$ cat src/rtl/pwm_pkg.sv
// Shared widths, configuration payload and FSM encoding for the PWM
// configuration path.
package pwm_pkg;

   localparam int PWM_CH_W  = 8;
   localparam int PWM_CNT_W = 28;

   typedef struct packed {
      logic                 en;
      logic [PWM_CH_W-1:0]  channel;
      logic [PWM_CNT_W-1:0] period;
      logic [PWM_CNT_W-1:0] hlevel;
   } pwm_cfg_t;

   typedef enum logic [1:0] {
      ST_IDLE  = 2'd0,
      ST_ISSUE = 2'd1,
      ST_GAP   = 2'd2
   } pwm_state_t;

endpackage

$ cat src/rtl/pwm_rr_arbiter.sv
// Combinational round-robin picker: grants the first asserted request at or
// after ptr, wrapping modulo NUM_REQ.
module pwm_rr_arbiter #(
   parameter  int NUM_REQ = 4,
   localparam int IDX_W   = $clog2(NUM_REQ)
) (
   input  logic [NUM_REQ-1:0] req,
   input  logic [IDX_W-1:0]   ptr,
   output logic [NUM_REQ-1:0] gnt,
   output logic [IDX_W-1:0]   gnt_idx
);

   int               pos;
   logic [IDX_W-1:0] cand;
   logic             found;

   // NOTE: blocking assignments with every output defaulted first keep this block latch-free.
   always_comb begin
      gnt     = '0;
      gnt_idx = '0;
      found   = 1'b0;
      pos     = 0;
      cand    = '0;
      for (int k = 0; k < NUM_REQ; k++) begin
         pos = int'(ptr) + k;
         if (pos >= NUM_REQ) pos = pos - NUM_REQ;
         cand = IDX_W'(pos);
         if (!found && req[cand]) begin
            found     = 1'b1;
            gnt[cand] = 1'b1;
            gnt_idx   = cand;
         end
      end
   end

endmodule

$ cat src/rtl/pwm_cfg_arbiter.sv
// Shares the single PWM configuration bus between NUM_REQ requesters:
// round-robin accept, one-cycle broadcast, enforced idle gap, range check.
module pwm_cfg_arbiter
   import pwm_pkg::*;
#(
   parameter int NUM_REQ     = 4,
   parameter int NUM_CHANNEL = 8,
   parameter int GAP_CYCLES  = 0
) (
   input  logic                         clk,
   input  logic                         rst,
   input  logic [NUM_REQ-1:0]           req_vld,
   output logic [NUM_REQ-1:0]           req_rdy,
   input  logic [PWM_CH_W*NUM_REQ-1:0]  req_channel,
   input  logic [NUM_REQ-1:0]           req_en,
   input  logic [PWM_CNT_W*NUM_REQ-1:0] req_period,
   input  logic [PWM_CNT_W*NUM_REQ-1:0] req_hlevel,
   output logic                         pwm_config_vld,
   output logic [PWM_CH_W-1:0]          pwm_config_channel,
   output logic                         pwm_en,
   output logic [PWM_CNT_W-1:0]         pwm_period,
   output logic [PWM_CNT_W-1:0]         pwm_hlevel,
   output logic                         cfg_err,
   output logic                         busy
);

   localparam int                IDX_W    = $clog2(NUM_REQ);
   localparam logic [PWM_CH_W:0] CH_LIMIT = (PWM_CH_W+1)'(NUM_CHANNEL);
   localparam logic [7:0]        GAP_LOAD = (GAP_CYCLES > 0) ? 8'(GAP_CYCLES - 1) : 8'd0;

   pwm_state_t       state_q;
   logic [IDX_W-1:0] ptr_q;
   logic [IDX_W-1:0] gnt_idx;
   logic [NUM_REQ-1:0] gnt;
   logic [7:0]       gap_cnt_q;
   pwm_cfg_t         cfg_q;
   pwm_cfg_t         req_cfg [NUM_REQ];
   logic             is_idle;
   logic             accept;
   logic             ch_ok;

   for (genvar i = 0; i < NUM_REQ; i++) begin : g_unpack
      assign req_cfg[i] = '{en:      req_en[i],
                            channel: req_channel[PWM_CH_W*i +: PWM_CH_W],
                            period:  req_period[PWM_CNT_W*i +: PWM_CNT_W],
                            hlevel:  req_hlevel[PWM_CNT_W*i +: PWM_CNT_W]};
   end

   pwm_rr_arbiter #(.NUM_REQ(NUM_REQ)) u_rr (
      .req     (req_vld),
      .ptr     (ptr_q),
      .gnt     (gnt),
      .gnt_idx (gnt_idx)
   );

   // Grants are offered only in IDLE; gating with rst keeps every output at 0 during reset.
   assign is_idle = (state_q == ST_IDLE) && !rst;
   assign req_rdy = is_idle ? gnt : '0;
   assign accept  = |(req_vld & req_rdy);

   // The 9-bit compare lets NUM_CHANNEL = 256 accept every 8-bit index.
   assign ch_ok          = {1'b0, cfg_q.channel} < CH_LIMIT;
   assign pwm_config_vld = (state_q == ST_ISSUE) && ch_ok;
   assign cfg_err        = (state_q == ST_ISSUE) && !ch_ok;
   assign busy           = (state_q != ST_IDLE);

   assign pwm_config_channel = cfg_q.channel;
   assign pwm_en             = cfg_q.en;
   assign pwm_period         = cfg_q.period;
   assign pwm_hlevel         = cfg_q.hlevel;

   // NOTE: sequential state uses non-blocking assignments so all registers update from pre-edge values.
   always_ff @(posedge clk or posedge rst) begin
      if (rst) begin
         state_q   <= ST_IDLE;
         ptr_q     <= '0;
         gap_cnt_q <= '0;
         cfg_q     <= '0;
      end else begin
         case (state_q)
            ST_IDLE: begin
               if (accept) begin
                  cfg_q   <= req_cfg[gnt_idx];
                  ptr_q   <= (gnt_idx == IDX_W'(NUM_REQ - 1)) ? '0 : gnt_idx + 1'b1;
                  state_q <= ST_ISSUE;
               end
            end
            ST_ISSUE: begin
               if (GAP_CYCLES > 0) begin
                  state_q   <= ST_GAP;
                  gap_cnt_q <= GAP_LOAD;
               end else begin
                  state_q <= ST_IDLE;
               end
            end
            ST_GAP: begin
               if (gap_cnt_q == '0) state_q <= ST_IDLE;
               else                 gap_cnt_q <= gap_cnt_q - 1'b1;
            end
            default: state_q <= ST_IDLE;
         endcase
      end
   end

endmodule
$ cat config.mk
export PLATFORM = sky130hd
export DESIGN_NAME = pwm_cfg_arbiter
export DESIGN_NICKNAME = d
export VERILOG_FILES = /design/src/rtl/pwm_pkg.sv /design/src/rtl/pwm_rr_arbiter.sv /design/src/rtl/pwm_cfg_arbiter.sv
export SDC_FILE = /design/constraint.sdc
export NUM_CORES = 1
export LEC_CHECK = 0
export ABC_AREA = 1
export ABC_CLOCK_PERIOD_IN_PS = 3500
export BUFFER_PORTS_ARGS = -buffer_cell sky130_fd_sc_hd__buf_2
export CELL_PAD_IN_SITES_DETAIL_PLACEMENT = 1
export CELL_PAD_IN_SITES_GLOBAL_PLACEMENT = 2
export CORE_MARGIN = 4
export CORE_UTILIZATION = 22
export CTS_CLUSTER_DIAMETER = 60
export DETAILED_ROUTE_END_ITERATION = 16
export HOLD_SLACK_MARGIN = 0.08
export PLACE_DENSITY = 0.88
export SYNTH_ARGS = -nofsm -noshare
export SYNTH_HDL_FRONTEND = slang
export SYNTH_SLANG_ARGS = --single-unit
$ cat constraint.sdc
create_clock -name clk -period 3.5 [get_ports clk]
set_input_delay 0.7 -clock clk [delete_from_list [all_inputs] [get_ports clk]]
set_output_delay 0.7 -clock clk [all_outputs]
set_load 0.01 [all_outputs]
After elaboration in Yosys (flattened, before gate mapping)
Cells that the tools add are included.
- bits in registers: 77
- bits of input ports: 266
- output and inout bits: 72
- logic and storage cells: 102
- add/sub/neg operators: 9
- magnitude comparators: 14
- equality and inequality tests: 5
- muxes and demuxes: 39
- bitwise operators: 6
- reductions and logical operators: 22
- operators by type and width (kind ; number):
    $bmux W65 S2 ; 1
    $mux W65 ; 2
    $mux W2 ; 11
    $mux W4 ; 5
    $ge A3 B3 Y1 const B ; 4
    $lt A2 B3 Y1 const B ; 4
    $or A4 B4 Y4 ; 3
    $mux W1 ; 11
    $logic_and A1 B1 Y1 ; 10
    $bmux W1 S2 ; 4
    $demux W1 S2 ; 4
    $ge A2 B1 Y1 const B ; 4
    $logic_not A8 Y1 ; 1
    $lt A8 B4 Y1 const B ; 1
    $sub A2 B1 Y2 const B ; 4
    $sub A8 B1 Y8 const B ; 1
    $add A2 B2 Y3 const B ; 2
    $reduce_and A2 Y1 ; 3
    $logic_not A1 Y1 ; 5
    $and A4 B4 Y4 ; 1
    $eq A2 B2 Y1 const B ; 2
    $ne A2 B2 Y1 const B ; 2
    $pmux W2 S2 ; 1
    $reduce_or A4 Y1 ; 1
    8 further kinds ; 8

Depth between registers and ports, before layout
- depth in word-level cells: 19
- depth in mapped cells: 17
- mapped depth without buffers: 16

Modules after synthesis
Synthesis repeated with hierarchy kept, for this count alone.
- cells, all modules: 1028
- area total of the unflattened synthesis: 5978.2 um2
- modules (own cells, without submodules) (module ; times used ; cells an instance ; area an instance (um2) ; seq. area each (um2)):
    pwm_cfg_arbiter ; 1 ; 946 ; 5462.7 ; 1701.6
    pwm_rr_arbiter ; 1 ; 82 ; 515.5 ; 0.0

Worst setup path after synthesis
Ideal clock, no wire load.
- path type: register -> output
- from: register with a tool-made name
- to: output port req_rdy[2]
- arrival time: 1.761 ns
- data required time: 2.800 ns
- setup slack: 1.039 ns
- cell stages (with the launch flop): 12
- buffers on the path: 0
- cell sequence: dfrtp_1 inv_2 ha_1 inv_1 nand3_1 nand2_1 nand3_1 nor2_2 nand2_1 nand3_1 nand2_1 inv_1
- RTL lines (item ; RTL line ; source):
    to (decl) ; pwm_cfg_arbiter.sv:13 ; output logic [NUM_REQ-1:0] req_rdy,

Final worst setup path
- from: register ptr_q[1]
- to: output port req_rdy[0]
- word-level cells in the longest chain between the ends: 15
- elaborated cells on any way between the ends: 60
- those cells by class: 7 x add/sub; 12 x order compare; 28 x mux; 3 x bitwise; 10 x reduce/logical
- ends and longest elaborated chain (item ; RTL line ; source):
    from (decl) ; pwm_cfg_arbiter.sv:32 ; logic [IDX_W-1:0] ptr_q;
    from (signal assigned) ; pwm_cfg_arbiter.sv:84 ; ptr_q <= (gnt_idx == IDX_W'(NUM_REQ - 1)) ? '0 : gnt_idx + 1'b1;
    branches (longest 13 deep; another with $add A2 B1 Y3) ; -- ;
    $mux W4 (*) ; pwm_rr_arbiter.sv:28 ; if (!found && req[cand]) begin
    $mux W4 (*) ; pwm_cfg_arbiter.sv:58 ; assign req_rdy = is_idle ? gnt : '0;
Mark *: on every way between the ends. The select of a mux whose other input is x is not followed.

==> metrics.csv <==
stage;metric;value;unit
synth;ys_ff_latch;68;
finish;syn_to_final_growth;42.8;%
floorplan;floorplan.die_area;26300;µm²
global_route;grt.overflow.total;0;
run_status;status;finished clean;
global_route;grt_max_degree;67;
timing;rsz0062_at_grt;no;
timing;final_max_slew_viol_count;0;
global_route;antenna_found_initial;1;
clock_tree;clk_pin_slew;0.06;ns
finish;instances_no_fill;1455;
clock_tree;cts_hold_buf;0;
clock_tree;clock_sinks;68;
drt;detail-route-antenna-nets;0;
worst_setup_path;worstPathMaxFanout;7;
worst_setup_path;cp_data_arrival_time;2.51;ns
drt;post_drt_wl_per_cell;16.3;µm
clock_tree;clk_path_buf_depth;2;
timing;slew_headroom;35.6;%
clock_tree;worstSkewPairLatency;0.34;ns
drt;avgViaCountPerCell;4.59;
finish;fillers;3125;
drt;dr_total_vias;6680;
floorplan;rows;56;
pwr;powerDensity;1310;nW/µm²
timing;fmax;311;MHz
timing;max_slew.worst_pin.slew;0.966;ns
clock_tree;cts_resized;0;
drt;drc;0;
pwr;leakage;4.23;nW
placed_design;dpl.hpwl;17700;µm
timing;fin_worst_skew;0.00721;ns
clock_tree;ctsHtreeMaxLevel;3;
drt;drtIter0Drc;389;
worst_hold_path;hold_path_class;register to register;
floorplan;io_pins;338;
worst_setup_path;end_kind;output port;
clock_tree;cts_root_buf;clkbuf_16;
worst_setup_path;worstSetupPathType;register to output port;
clock_tree;cts_setup_buffers;0;
timing;hold_viol;0;
finish;nets;1404;
drt;drt_pre_antenna_iters;4;
global_route;grt_pass1_wl;37500;µm
clock_tree;cts_tree;built;
synth;avgSynthCellArea;6.29;µm²
global_route;track_usage;17.6;%
floorplan;die-width;162;µm
job;max_cap_viol_count;0;
timing;finalSetupTns;0;ns
placed_design;portBuffers;337;
timing;min_period;3.21;ns
clock_tree;numCtsBuffers;9;
global_route;grt_pass1_vias;6915;
placed_design;gp_congestion;0.874;
worst_setup_path;required;2.80;ns
timing;setup_viol;0;
finish;n_antenna_cell;0;
synth;ys_seq_area_share;32.6;%
synth;syn_inst;830;
synth;yosysWarnings;0;
worst_setup_path;startpoint_type;register;
drt;drt-total-wl;23700;µm
finish;drive_gt1_share;33.9;%
synth;syn_area;5220;µm²
placed_design;post-place-cells;1439;
floorplan;die_y;162;µm
floorplan;start_util;22.3;%
timing;fin_crit_sh;91.7;%
synth;ys_types;26;
pwr;ir_worst_vdd;881;µV
synth;syn_nets;1103;
floorplan;coreArea;23400;µm²
==> registers in the layout (all words and copies together), names as in the netlist, named ones only <==
| signal | cells |
|---|---|
| ptr_q | 1 |
| pwm_config_channel | 8 |
| pwm_en | 1 |
| pwm_hlevel | 28 |
| pwm_period | 28 |
| state_q | 1 |
==> worst paths after layout <==
check,depth (start not counted),from,slack (ns),to
setup / recovery,12,ptr_q[1],0.29,req_rdy[0]
hold / removal,2,pwm_hlevel[16],0.51,pwm_hlevel[16]
setup reg to reg,13,ptr_q[1],0.41,pwm_period[4]
hold reg to reg,2,pwm_hlevel[16],0.51,pwm_hlevel[16]
max in group asynchronous,3,rst,2.24,pwm_period[5]
min in group asynchronous,2,rst,0.56,state_q[0]
==> worst max-delay path, stage by stage (launching register included) <==
cell     delay, ns
dfrtp_1       0.49
inv_1         0.21
ha_1          0.38
inv_1         0.17
nand3_1       0.10
nand2_1       0.12
nand3_1       0.10
nor2_2        0.18
nand2_1       0.08
nand3_1       0.10
nand2_1       0.06
inv_1         0.07
buf_2         0.12
==> synth_stat cells <==
master	number	area, µm²
nand3b_1	1	7.51
nand2_1	374	1400
a21boi_1	3	22.5
o21ai_0	2	10.0
buf_6	10	113
a21boi_0	2	15.0
xor2_1	1	8.76
buf_2	36	180
a21oi_1	2	10.0
buf_4	10	75.1
nor2_1	2	7.51
o21ai_2	1	8.76
ha_1	7	87.6
nor3_1	1	5.00
o21ai_1	3	15.0
nor2_2	2	12.5
inv_1	15	56.3
inv_2	5	18.8
nand3_2	3	30.0
nand4_1	5	31.3
nand3_1	267	1340
nor2_4	1	11.3
clkbuf_1	5	18.8
dfrtp_1	68	1700
nand2_2	2	12.5
nand2_4	2	22.5
==> power by group <==
part	total, W	switching (W)	internal, W
clock	0.00102	0.000374	0.000644
sequential	0.00145	0.000245	0.00121
combinational	0.00731	0.00492	0.00239
total	0.00978	0.00554	0.00424
==> per-layer routing <==
layer | share of wire (%) | vias up | track usage, % | wire length [µm]
li1 | - | 3323 | - | -
met1 | 43 | 3116 | 22.2 | 10100
met2 | 49 | 220 | 30.9 | 11700
met3 | 6.3 | 19 | 3.40 | 1500
met4 | 1.5 | 2 | 4.61 | 364
met5 | 0.084 | - | 0 | 20
==> layout by cell type, fill, tap and decap left out, types with 2 or more instances in the layout <==
| master | n |
|---|---|
| inv_1 | 14 |
| a21boi_0 | 2 |
| nand3_2 | 3 |
| o21ai_0 | 2 |
| nand4_1 | 5 |
| bufinv_16 | 2 |
| buf_4 | 7 |
| buf_12 | 7 |
| a21oi_1 | 2 |
| nand3_1 | 267 |
| ha_1 | 7 |
| nand2_4 | 3 |
| inv_2 | 4 |
| clkinv_2 | 3 |
| nand2_1 | 374 |
| a21boi_1 | 3 |
| o21ai_1 | 3 |
| clkinv_4 | 2 |
| nor2_1 | 2 |
| buf_2 | 337 |
| nor2_2 | 2 |
| dfrtp_1 | 67 |
| clkbuf_16 | 9 |
==> area by class of cell <==
class,instances,area [µm²],area share [%]
multi-input cells,681,3070,41.2
repair buffers,351,1880,25.2
flip-flops and latches,68,1700,22.8
well taps,319,399,5.35
clock buffers,10,239,3.20
clock inverters,6,87.6,1.17
inverters,20,78.8,1.06
==> cells by family after synthesis <==
kind of cell	share of synthesized area (%)
and+or+nand+nor	55.2
AOI/OAI and AO/OA	1.56
buffers and inverters	8.84
xor gates and xnor gates	0.168
DFF	32.6
adders and majority gates	1.68
==> metrics by stage <==
step	utilization, %	area [µm²]	power, W	hold WS, ns	setup slack (ns)
global route	31.9	7460	0.0110	0.528	0.0471
finish	31.9	7460	0.00978	0.505	0.289
floorplan	-	5220	0.00685	0.543	1.04
detailed placement	30.5	7130	0.00893	0.490	0.373
global placement	30.5	7130	0.00881	0.488	0.490
CTS	31.9	7460	0.0100	0.510	0.230
No activity file was read; power rests on OpenSTA's default activity.
